$ cat src/rtl/eth_led_pkg.sv
// Shared types and default timing constants for the Ethernet PHY LED driver.
package eth_led_pkg;

  typedef enum logic [1:0] {
    IDLE = 2'b00,
    ON   = 2'b01,
    OFF  = 2'b10
  } led_state_e;

  localparam int DEBOUNCE_CYCLES_DEF = 16;
  localparam int BLINK_HALF_DEF      = 8;

endpackage

$ cat src/rtl/eth_led_debounce.sv
// Debounces a slow status input: dout flips only after DEBOUNCE_CYCLES
// consecutive samples disagree with it.
module eth_led_debounce #(
  parameter int DEBOUNCE_CYCLES = 16
) (
  input  logic clk,
  input  logic rst,
  input  logic din,
  output logic dout
);

  localparam int CW = (DEBOUNCE_CYCLES > 1) ? $clog2(DEBOUNCE_CYCLES) : 1;
  localparam logic [CW-1:0] CNT_LAST = CW'(DEBOUNCE_CYCLES - 1);

  logic [CW-1:0] cnt_q, cnt_d;
  logic          stable_q, stable_d;

  always_comb begin
    cnt_d    = '0;
    stable_d = stable_q;
    if (din != stable_q) begin
      if (cnt_q == CNT_LAST) stable_d = ~stable_q;
      else                   cnt_d    = cnt_q + 1'b1;
    end
  end

  always_ff @(posedge clk or posedge rst) begin
    if (rst) begin
      cnt_q    <= '0;
      stable_q <= 1'b0;
    end else begin
      cnt_q    <= cnt_d;
      stable_q <= stable_d;
    end
  end

  assign dout = stable_q;

endmodule

$ cat src/rtl/eth_phy_led_driver.sv
// Link / speed / activity LED driver for an Ethernet PHY.
// Define ETH_LED_ACTIVE_LOW_EN for active-low LED outputs.
module eth_phy_led_driver
  import eth_led_pkg::*;
#(
  parameter int DEBOUNCE_CYCLES = DEBOUNCE_CYCLES_DEF,
  parameter int BLINK_HALF      = BLINK_HALF_DEF
) (
  input  logic clk,
  input  logic rst,
  input  logic link_up,
  input  logic speed_100,
  input  logic rx_act,
  input  logic tx_act,
  output logic led_0,
  output logic led_1,
  output logic led_2
);

`ifdef ETH_LED_ACTIVE_LOW_EN
  localparam logic LED_INV = 1'b1;
`else
  localparam logic LED_INV = 1'b0;
`endif

  localparam int PW = (BLINK_HALF > 1) ? $clog2(BLINK_HALF) : 1;
  localparam logic [PW-1:0] PHASE_LAST = PW'(BLINK_HALF - 1);

  logic          link_stable;
  logic          act;
  logic          phase_last;
  led_state_e    state_q;
  logic [PW-1:0] phase_q;
  logic          pend_q;
  logic          led_0_q, led_1_q, led_2_q;

  eth_led_debounce #(
    .DEBOUNCE_CYCLES(DEBOUNCE_CYCLES)
  ) u_link_db (
    .clk (clk),
    .rst (rst),
    .din (link_up),
    .dout(link_stable)
  );

  assign act        = rx_act | tx_act;
  assign phase_last = (phase_q == PHASE_LAST);

  always_ff @(posedge clk or posedge rst) begin
    if (rst) begin
      led_0_q <= LED_INV;
      led_1_q <= LED_INV;
    end else begin
      led_0_q <= link_stable ^ LED_INV;
      led_1_q <= (link_stable & speed_100) ^ LED_INV;
    end
  end

  // Loss of the debounced link wins over everything, including fresh activity.
  always_ff @(posedge clk or posedge rst) begin
    if (rst) begin
      state_q <= IDLE;
      phase_q <= '0;
      pend_q  <= 1'b0;
      led_2_q <= LED_INV;
    end else if (!link_stable) begin
      state_q <= IDLE;
      phase_q <= '0;
      pend_q  <= 1'b0;
      led_2_q <= LED_INV;
    end else begin
      case (state_q)
        IDLE: begin
          if (act) begin
            state_q <= ON;
            phase_q <= '0;
            led_2_q <= ~LED_INV;
          end
        end
        ON: begin
          if (act) pend_q <= 1'b1;
          if (phase_last) begin
            state_q <= OFF;
            phase_q <= '0;
            led_2_q <= LED_INV;
          end else begin
            phase_q <= phase_q + 1'b1;
          end
        end
        OFF: begin
          if (phase_last) begin
            phase_q <= '0;
            pend_q  <= 1'b0;
            // Activity on the expiry edge itself still earns another blink.
            if (pend_q | act) begin
              state_q <= ON;
              led_2_q <= ~LED_INV;
            end else begin
              state_q <= IDLE;
              led_2_q <= LED_INV;
            end
          end else begin
            phase_q <= phase_q + 1'b1;
            if (act) pend_q <= 1'b1;
          end
        end
        default: begin
          state_q <= IDLE;
          phase_q <= '0;
          pend_q  <= 1'b0;
          led_2_q <= LED_INV;
        end
      endcase
    end
  end

  assign led_0 = led_0_q;
  assign led_1 = led_1_q;
  assign led_2 = led_2_q;

endmodule

$ cat config.mk
export PLATFORM = sky130hd
export DESIGN_NAME = eth_phy_led_driver
export DESIGN_NICKNAME = d
export VERILOG_FILES = /design/src/rtl/eth_led_pkg.sv /design/src/rtl/eth_led_debounce.sv /design/src/rtl/eth_phy_led_driver.sv
export SDC_FILE = /design/constraint.sdc
export NUM_CORES = 1
export LEC_CHECK = 0
export BUFFER_PORTS_ARGS = -buffer_cell sky130_fd_sc_hd__clkbuf_2
export CAP_MARGIN = 10
export CORE_MARGIN = 4
export CORE_UTILIZATION = 49
export CTS_CLUSTER_DIAMETER = 80
export DETAILED_ROUTE_END_ITERATION = 6
export PLACE_DENSITY = 0.71
export SLEW_MARGIN = 20
export SYNTH_ARGS = -nofsm -noshare
export SYNTH_HDL_FRONTEND = slang
export SYNTH_SLANG_ARGS = --single-unit
export TNS_END_PERCENT = 20
$ cat constraint.sdc
create_clock -name clk -period 1.3 [get_ports clk]
set_input_delay 0.195 -clock clk [delete_from_list [all_inputs] [get_ports clk]]
set_output_delay 0.195 -clock clk [all_outputs]
set_load 0.01 [all_outputs]
======== Yosys cells after proc, flatten, opt, wreduce, memory -nomap -nowiden ========
Cells that the tools add are included.
storage, ports and cells
  register bits ........................... 14
  bits of input ports ..................... 6
operators by class
  $add $sub $neg .......................... 2
  bitwise logic cells ..................... 4
  equality and inequality tests ........... 9
  reductions and logical operators ........ 4
  muxes and demuxes ....................... 22
operators with widths
  operator               number
  $mux W1                9
  $mux W3                3
  $ne A3 B3 Y1 const B   3
  $mux W2                4
  $mux W4                2
  $pmux W1 S3            2
  $pmux W2 S3            1
  $pmux W3 S2            1
  $add A4 B1 Y4 const B  1
  $eq A4 B4 Y1 const B   1
  $add A3 B1 Y3 const B  1
  $eq A3 B3 Y1 const B   1
  $reduce_and A3 Y1      1
  $eq A2 B1 Y1 const B   1
  $eq A2 B2 Y1 const B   1
  $logic_not A2 Y1       1
  $ne A2 B2 Y1 const B   1
  $or A1 B1 Y1           2
  $reduce_and A2 Y1      1
  $reduce_or A2 Y1       1
  $and A1 B1 Y1          1
  $ne A1 B1 Y1           1
  $not A1 Y1             1

======== Longest topological paths before layout ========
Gate-level depths: netlist of run 1.
  depth in word-level cells ............... 6
  mapped depth ............................ 5
  mapped depth without buffers ............ 5

======== Modules after synthesis ========
From an unflattened synthesis of run 1, not the netlist that was laid out.
unflattened totals
  cells, all modules ...................... 63
  area total of the unflattened synthesis .. 758.2 um^2
modules (own cells, without submodules)
  module              area an instance (um^2)  cells each  sequential area each (um^2)  instances
  eth_phy_led_driver  533.0                    46          225.2                        1
  eth_led_debounce    225.2                    17          125.1                        1

======== Least setup slack after synthesis of run 1 ========
Ideal clock, no wire load.
  path type ............................... reg2reg
  start ................................... reg state_q[0]
  end ..................................... reg led_2_q (netlist: led_2)
  stages on the path, launching flop included .. 6
  slack ................................... -0.090 ns
  clock period less this slack ............ 1.390 ns
  data required time ...................... 1.221 ns
  path buffers ............................ 0
  data arrival time ....................... 1.311 ns
  path through ............................ dfrtp_1 > inv_1 > ha_1 > or2_4 > a31oi_4 > mux2i_1
between the ends
  word-level cells in the longest chain between the ends .. 3
  elaborated cells on any way between the ends .. 9
  classes of those cells .................. eq/ne: 5; mux: 2; reduce/logical: 2
ends and longest elaborated chain
  item                                                           RTL line                  RTL
  from (decl)                                                    eth_phy_led_driver.sv:32  led_state_e state_q;
  from (signal assigned)                                         eth_phy_led_driver.sv:62  state_q <= IDLE;
  from (signal assigned)                                         eth_phy_led_driver.sv:67  state_q <= IDLE;
  from (signal assigned)                                         eth_phy_led_driver.sv:75  state_q <= ON;
  $eq A2 B1 Y1 (tied with other cells)                           eth_phy_led_driver.sv:72  case (state_q)
  $ne A3 B3 Y1 (no source line) or $pmux W1 S3 (tied branches)   --
  $reduce_and A3 Y1 (no source line) or $mux W1 (tied branches)  --
  to (signal assigned)                                           eth_phy_led_driver.sv:77  led_2_q <= ~LED_INV;
  to (signal assigned)                                           eth_phy_led_driver.sv:97  led_2_q <= ~LED_INV;
  to (decl)                                                      eth_phy_led_driver.sv:35  logic led_0_q, led_1_q, led_2_q;
Parallel ways exist; a longest one is shown, timed or not.
A chain may end at the register's enable or synchronous reset.

======== Worst setup path in the final report of run 1 ========
  start ................................... reg state_q[0]
  end ..................................... reg state_q[0]
between the ends
  word-level cells in the longest chain between the ends .. 3
  elaborated cells on any way between the ends .. 9
  classes of those cells .................. eq/ne: 5; mux: 2; reduce/logical: 2
ends and longest elaborated chain
  item                                                           RTL line
  $eq A2 B1 Y1 (tied with other cells)                           eth_phy_led_driver.sv:72
  $ne A3 B3 Y1 (no source line) or $pmux W2 S3 (tied branches)   --
  $reduce_and A3 Y1 (no source line) or $mux W2 (tied branches)  --
Parallel ways exist; a longest one is shown, timed or not.

==> results of run 1 <==
[metal layers]
metal  vias up  wire (µm)  GRT usage (%)  part of all wire, %
met5         -          0              0                    0
met4         0         23           6.63                  1.8
met3         4         72           5.75                  5.7
met2        10        556           19.8                   44
met1       243        610           18.9                   48
li1        274          -              -                    -
[layout make-up]
cell class / instances / area [µm²] / area share, %
clock buffer: 3 / 22.5 / 2.45
inverter: 7 / 26.3 / 2.85
multi-input combinational: 45 / 382 / 41.4
sequential: 14 / 350 / 38.0
tap: 15 / 18.8 / 2.04
timing repair buffer: 18 / 121 / 13.2
[logic make-up (layout without fill, tap and decap cells)]
family / Yosys count / in the layout / share of synthesized area [%]
AO/OA/AOI/OAI: 12 / 12 / 12.4
XOR/XNOR: 2 / 2 / 2.35
adder cells (fa/ha/maj): 8 / 8 / 13.4
buffers and inverters: 8 / 28 / 4.53
flip-flops: 14 / 14 / 47.0
multiplexers: 4 / 4 / 5.54
AND/OR/NAND/NOR: 19 / 19 / 14.8
[worst paths after layout]
check,to,cells after the start
min in group asynchronous,u_link_db.cnt_q[2]$_DFF_PP0_,3
worst min register to register,phase_q[1]$_DFFE_PP0P_,2
max in group asynchronous,u_link_db.cnt_q[1]$_DFF_PP0_,3
worst min-delay path,led_1$_DFF_PP0_,2
worst max-delay path,state_q[0]$_DFFE_PP0P_,5
worst max register to register,state_q[0]$_DFFE_PP0P_,5
[worst register-to-register path, cell delays in order, from the launching register on]
cell and delay (ps):
dfrtp_1 410, inv_2 70, ha_2 200, or2_4 260, a31oi_4 190, mux2i_1 210
[flip-flops by register name (all words and copies together), names as in the netlist]
name,flops
led_0,1
led_1,1
led_2,1
pend_q,1
phase_q,3
state_q,2
u_link_db.cnt_q,4
u_link_db.dout,1
[Yosys cell counts (all sizes together)]
cell type / n / area (µm²)
inv: 7 / 26.3
o21a: 1 / 7.51
nand4b: 1 / 8.76
buf: 1 / 7.51
mux2i: 3 / 30.0
o221a: 1 / 11.3
mux2: 1 / 11.3
nor2b: 2 / 12.5
dfrtp: 14 / 350
o21ai: 5 / 25.0
nand3: 4 / 20.0
o31a: 1 / 10.0
or2: 1 / 8.76
and2: 1 / 6.26
a31oi: 1 / 21.3
nor2: 4 / 15.0
nor3b: 1 / 7.51
xnor2: 2 / 17.5
a21oi: 2 / 10.0
nand2: 4 / 15.0
and4bb: 1 / 16.3
ha: 8 / 100
o211ai: 1 / 7.51
[stage by stage]
stage	instances	utilization (%)	area, µm²
after detailed placement	97	63.1	862
after global routing	102	67.4	921
after floorplan	67	-	751
after CTS	101	65.8	898
after global placement	97	63.1	862
final	102	67.4	921
[power groups by stage]
stage	clock [mW]	sequential (mW)	combinational, mW
after global routing	0.263	0.614	0.731
after floorplan	0	0.604	0.396
after CTS	0.247	0.598	0.638
after global placement	0	0.601	0.620
after detailed placement	0	0.605	0.629
final	0.230	0.599	0.651
[timing repair]
action / 4_1_cts / 5_1_grt
buffers inserted: 0 / 1
hold buffers: 1 / 0
endpoints found under the setup margin: 7 / 7
endpoints found under the hold margin: 14 / 0
gates resized for setup: 2 / 3
==> results.toml, run 1 <==
[run_status]
status = "complete, but fails checks"
violations = "setup timing"

[power_and_ir_drop]
p_int_uw = 1000
switching_power_uw = 481
leakage_nw = 0.442
switching_share_pct = 32.5
powerDensity_mw_per_mm2 = 1610
pwr-share-seq_pct = 40.5
combPwrFrac_pct = 44.0
ir_drop_uv = 769
power_mw = 1.48
clkPwrFrac_pct = 15.6

[detailed_routing]
wire_per_inst_um = 12.4
drtIter0Drc = 5
drc_errors = 0
via_per_inst = 5.21
first_pass_iters = 3
num_vias = 531
totalWireLength_um = 1260
drtAntennaViolNets = 0

[clock_network]
clkLatencyLatePin_ps = 270
max-clock-path-buffers = 2
cts-htree-levels = 1
cts.sinks = 14
cts_tree = "yes"
numCtsBuffers = 3
clk_pin_slew_worst_paths_ps = 70
clock-root-buffer = "clkbuf_4"

[synth]
synth_cells = 67
ys_warn_count = 0
seq_area_frac_synth_pct = 47.0
ys_types = 23
avgSynthCellArea_um2 = 11.1
syn-cell-area_um2 = 746
syn_nets = 81
yosys_register_bits = 14

[sta]
setup_viol = 4
hold_viol = 0
slew_violations = 0
relSlewSlack_pct = 65.2
finalSetupTns_ps = -385
worstMarginPinSlew_ps = 522
rsz0062_at_grt = "true"
max_freq_ghz = 0.705
min_period_over_period_pct = 109
period_needed_ps = 1420
fin_ws_ps = -119
worst_clock_skew_ps = 1.86
hold_ws_ps = 138

[global_route]
grt_overflow = 0
grt_start_max_net_pins = 15
antenna_found_initial = 0
grt_pass1_vias = 502
grt_usage_pct = 14.1
grt_pass1_wl_um = 2170

[floorplan]
die_w_um = 47.0
die_y_um = 47.0
core-area_mm2 = 0.00137
rows = 13
io_pins = 9
start_util_pct = 54.6
dieArea_mm2 = 0.00221

[finish]
syn_to_final_growth_pct = 23.5
fillers = 110
nets = 103
final_common_cell = "dfrtp_1"
antennaDiodeCount = 0
drive_above_1_share_pct = 36.8
final_cell_mix = "dfrtp_1, clkbuf_2, buf_4, o21ai_0, inv_1"

[critical_path]
crit_chain = "inv_2 > ha_2 > or2_4 > a31oi_4 > mux2i_1"
crit_fanout = 3
setup.worst_path.start_class = "register"
path_buf_inv = 1
r2r_start = "state_q[0]$_DFFE_PP0P_"
critical_path_class = "register to register"
arrival_ps = 1610
max_stage_delay_ps = 410
required_ps = 1500
crit_path_start = "state_q[0]$_DFFE_PP0P_"
crit_path_top_delay_cell = "dfrtp_1"
cp-end-kind = "register"
cpLargestDelayFamily = "flip-flops"
rrSetupSlack_ps = -120

[placement]
hpwlAfterDp_um = 939
gp_congestion = 0.741
port_buffers = 8
dpl_worst_slack_ps = -92.7

[worst_hold_path]
hp-class = "primary input to register"
hold_start = "speed_100"

[job]
cap_violations = 0
Power figures use the tool's default switching activity.
==> run 2, diff against run 1 <==
Settings changed: BUFFER_PORTS_ARGS -buffer_cell sky130_fd_sc_hd__clkbuf_2 to -buffer_cell sky130_fd_sc_hd__buf_2.
==> run 2 against run 1 <==
Net effect: the flow still finishes with violations (setup timing); total power is 4.6% higher; setup slack better by 5.4 ps; critical path depth stayed put; largest power group unchanged.
==> results.toml, run 2 (synthesis gave the netlist of run 1 again) <==
[run_status]
status = "complete, but fails checks"
violations = "setup timing"

[detailed_routing]
drc_errors = 0
via_per_inst = 5.11
first_pass_iters = 2
drtIter0Drc = 4
num_vias = 516
wire_per_inst_um = 12.7
totalWireLength_um = 1290
drtAntennaViolNets = 0

[finish]
syn_to_final_growth_pct = 21.3
stdcell_count = 101
final_common_cell = "dfrtp_1"
reg.largest.list = "u_link_db.cnt_q: 4 flops, phase_q: 3 flops, state_q: 2 flops"
drive_above_1_share_pct = 33.7
nets = 101
fin_area_um2 = 905
antennaDiodeCount = 0
final_cell_mix = "dfrtp_1, buf_2, ha_1, buf_4, inv_1"
fillers = 112
largest_reg_flops = 4
top_register = "u_link_db.cnt_q"
finish.utilization_pct = 66.2

[sta]
period_needed_ps = 1410
worst_clock_skew_ps = 2.65
max_freq_ghz = 0.708
min_period_over_period_pct = 109
hold_ws_ps = 132
worstMarginPinSlew_ps = 524
setup_viol = 4
relSlewSlack_pct = 65.1
fin_ws_ps = -113
hold_viol = 0
finalSetupTns_ps = -377
slew_violations = 0
rsz0062_at_grt = "true"

[global_route]
grt_usage_pct = 15.8
grt_start_max_net_pins = 15
antenna_found_initial = 0
grt_overflow = 0
grt_pass1_vias = 547
grt_pass1_wl_um = 2450

[critical_path]
cpLargestDelayFamily = "flip-flops"
arrival_ps = 1620
max_stage_delay_ps = 420
required_ps = 1510
setup.worst_path.start_class = "register"
path_buf_inv = 1
crit_path_top_delay_cell = "dfrtp_1"
crit_fanout = 3
cp-end-kind = "register"
crit_chain = "inv_2 > ha_2 > or2_4 > a31oi_4 > mux2i_1"
critical_path_class = "register to register"

[floorplan]
die_y_um = 47.0
start_util_pct = 54.6
io_pins = 9
rows = 13
dieArea_mm2 = 0.00221
die_w_um = 47.0
core-area_mm2 = 0.00137

[power_and_ir_drop]
ir_drop_uv = 940
leakage_nw = 0.445
power_mw = 1.55
powerDensity_mw_per_mm2 = 1710

[worst_hold_path]
hp-class = "primary input to register"

[clock_network]
numCtsBuffers = 3
cts_tree = "yes"
cts.sinks = 14
clk_pin_slew_worst_paths_ps = 80
clock-root-buffer = "clkbuf_4"
cts-htree-levels = 1
max-clock-path-buffers = 2
clkLatencyLatePin_ps = 280

[placement]
place_area_um2 = 855
placedCellCount = 96
dpl_worst_slack_ps = -85.5
port_buffers = 8
hpwlAfterDp_um = 1010
gp_congestion = 0.729

[job]
cap_violations = 0
-- run 2: cell types whose count changed in the layout (fill, tap and decap cells not counted), sizes merged --
| cell | previous run | this run |
|---|---|---|
| clkbuf | 11 | 4 |
| buf | 9 | 15 |
-- run 2: power by group --
group          switching [mW]  leakage (nW)  internal [mW]
clock network           0.139        0.0210          0.170
logic                   0.289         0.241          0.348
registers              0.0742         0.183          0.528
-- run 2: cell type report --
type / count / area (µm²) / area share (%)
inverters: 7 / 26.3 / 2.90
well taps: 15 / 18.8 / 2.07
clock buffers: 4 / 36.3 / 4.01
multi-input cells: 45 / 367 / 40.5
flip-flops and latches: 14 / 350 / 38.7
repair buffers: 16 / 106 / 11.8
-- run 2: final timing paths --
check | to | slack [ps] | depth (start not counted) | start
min reg2reg | phase_q[1]$_DFFE_PP0P_ | 490 | 2 | phase_q[1]$_DFFE_PP0P_
min in group asynchronous | led_1$_DFF_PP0_ | 480 | 3 | rst
max in group asynchronous | pend_q$_DFFE_PP0P_ | 470 | 3 | rst
min | led_1$_DFF_PP0_ | 130 | 2 | speed_100
max | state_q[0]$_DFFE_PP0P_ | -110 | 5 | state_q[0]$_DFFE_PP0P_
max reg2reg | state_q[0]$_DFFE_PP0P_ | -110 | 5 | state_q[0]$_DFFE_PP0P_
-- run 2: metal layers --
| layer | vias to the layer above | routed length (µm) | global-route usage [%] |
|---|---|---|---|
| li1 | 268 | - | - |
| met1 | 238 | 624 | 21.7 |
| met2 | 10 | 595 | 24.1 |
| met3 | 0 | 66 | 5.75 |
| met4 | 0 | 0 | 3.31 |
| met5 | - | 0 | 0 |
-- run 2: repair_timing --
action	4_1_cts	5_1_grt
gates resized for setup	1	2
hold endpoints to repair	14	0
buffers inserted	0	0
endpoints found under the setup margin	7	7
hold buffers	1	0
-- run 2: worst register-to-register path, cell delays in order, from the launching register on --
cell and delay [ps]:
dfrtp_1 420, inv_2 70, ha_2 200, or2_4 260, a31oi_4 190, mux2i_1 210
==> run 3, diff against run 2 <==
==> constraint.sdc (replaced) <==
create_clock -name clk -period 1.3 [get_ports clk]
set_input_delay 0.065 -clock clk [delete_from_list [all_inputs] [get_ports clk]]
set_output_delay 0.065 -clock clk [all_outputs]
set_load 0.01 [all_outputs]
==> run 3 against run 2 <==
Net effect: the run still ends with setup timing left; total power hardly changed; first-iteration DRC count stayed put; clock power hardly changed; clock-buffer cell count stayed put; worst hold slack worse by 83 ps; sequential power hardly changed; sequential share of layout area is 0.42 points lower; global-route usage stayed put; critical endpoint unchanged; largest cell class unchanged.
==> results.toml, run 3 (synthesis gave the netlist of run 1 again) <==
[finish]
antennaDiodeCount = 0
top_register = "u_link_db.cnt_q"
nets = 102
syn_to_final_growth_pct = 22.7
multiInputGateArea_um2 = 367
reg.largest.list = "u_link_db.cnt_q: 4 flops, phase_q: 3 flops, state_q: 2 flops"
stdcell_count = 102
regArea_um2 = 350
final_common_cell = "dfrtp_1"
final_cell_mix = "dfrtp_1, buf_2, ha_1, buf_4, inv_1"
largest_reg_flops = 4
drive_above_1_share_pct = 33.3
fillers = 111

[detailed_routing]
drtAntennaViolNets = 0
num_vias = 519
totalWireLength_um = 1290
first_pass_iters = 3
drtIter0Drc = 4
wire_per_inst_um = 12.6
via_per_inst = 5.09
drc_errors = 0

[floorplan]
rows = 13
die_w_um = 47.0
die_y_um = 47.0
start_util_pct = 54.6
core-area_mm2 = 0.00137
dieArea_mm2 = 0.00221
io_pins = 9

[clock_network]
clk_pin_slew_worst_paths_ps = 80
clock-root-buffer = "clkbuf_4"
clkLatencyLatePin_ps = 280
max-clock-path-buffers = 2
numCtsBuffers = 3
cts_tree = "yes"
cts.sinks = 14
cts-htree-levels = 1

[global_route]
grt_use_met2_pct = 24.1
antenna_found_initial = 0
grt_pass1_wl_um = 2450
top_usage_layer = "met2"
grt_overflow = 0
grt_start_max_net_pins = 15
use_met1_pct = 21.7
grtUsageMet3_pct = 5.75
grt_usage_pct = 15.8
grt_pass1_vias = 547

[sta]
worstMarginPinSlew_ps = 508
slew_violations = 0
setup_viol = 4
relSlewSlack_pct = 66.1
period_needed_ps = 1410
fin_ws_ps = -115
min_period_over_period_pct = 109
max_freq_ghz = 0.707
worst_clock_skew_ps = 0.755
rsz0062_at_grt = "true"
hold_ws_ps = 49.1
hold_viol = 0

[placement]
placedCellCount = 96
hpwlAfterDp_um = 1010
gp_congestion = 0.729
port_buffers = 8

[critical_path]
crit_fanout = 3
cpLargestDelayFamily = "flip-flops"
setup.worst_path.start_class = "register"
crit_chain = "inv_2 > ha_2 > or2_4 > a31oi_4 > mux2i_1"
crit_path_top_delay_cell = "dfrtp_1"
arrival_ps = 1620
max_stage_delay_ps = 420
path_buf_inv = 1
cp-end-kind = "register"
critical_path_class = "register to register"
required_ps = 1500

[power_and_ir_drop]
ir_drop_uv = 940
leakage_nw = 0.449
powerDensity_mw_per_mm2 = 1690

[run_status]
violations = "setup timing"
status = "complete, but fails checks"

[worst_hold_path]
hp-class = "primary input to register"

[job]
cap_violations = 0
-- run 3: changes by cell type in the layout (fill, tap and decap cells not counted) --
cell	delta
dlygate4sd3_1	+1
-- run 3: worst paths after layout --
kind | from | end | slack, ps | cells past startpoint
max | state_q[0]$_DFFE_PP0P_ | state_q[0]$_DFFE_PP0P_ | -110 | 5
min | link_up | u_link_db.dout$_DFFE_PP0P_ | 50 | 2
max reg2reg | state_q[0]$_DFFE_PP0P_ | state_q[0]$_DFFE_PP0P_ | -110 | 5
min reg2reg | phase_q[1]$_DFFE_PP0P_ | phase_q[1]$_DFFE_PP0P_ | 490 | 2
max in group asynchronous | rst | pend_q$_DFFE_PP0P_ | 610 | 3
min in group asynchronous | rst | led_1$_DFF_PP0_ | 350 | 3
-- run 3: power by group --
group | internal [mW] | leakage [nW] | switching [mW]
clock | 0.170 | 0.0210 | 0.136
sequential | 0.528 | 0.183 | 0.0748
combinational | 0.349 | 0.245 | 0.289
-- run 3: metrics by stage --
step | TNS (ps) | utilization, % | setup WS [ps] | cell area, µm² | total power, mW
after floorplan | -10.8 | - | -3.61 | 751 | 1.00
after global placement | -179 | 62.5 | -55.5 | 855 | 1.22
after detailed placement | -271 | 62.5 | -85.5 | 855 | 1.24
after CTS | -342 | 66.7 | -105 | 911 | 1.57
after global routing | -787 | 66.9 | -198 | 915 | 1.69
final | -382 | 66.9 | -115 | 915 | 1.55
-- run 3: per-layer routing --
metal	vias to the layer above	wire (µm)
met2	10	576
met3	0	66
met4	0	0
met1	239	643
li1	270	-
met5	-	0
-- run 3: what timing repair did --
| item | CTS | global route |
|---|---|---|
| setup endpoints to repair | 7 | 7 |
| hold buffers | 2 | 0 |
| setup buffers | 0 | 0 |
| gates resized for setup | 1 | 2 |
| endpoints found under the hold margin | 15 | 0 |
-- run 3: final cells by class --
class / instances / share of cell area [%]
multi-input cells: 45 / 40.1
inverters: 7 / 2.87
clock buffers: 4 / 3.97
well taps: 15 / 2.05
repair buffers: 17 / 12.7
flip-flops and latches: 14 / 38.3
-- run 3: worst register-to-register path, delay by kind of cell, from the launching register on --
family / cells / cell delay [ps]
DFF: 1 / 420
buffers and inverters: 1 / 70
muxes: 1 / 210
adders and majority gates: 1 / 200
and+or+nand+nor: 1 / 260
AOI/OAI and AO/OA: 1 / 190
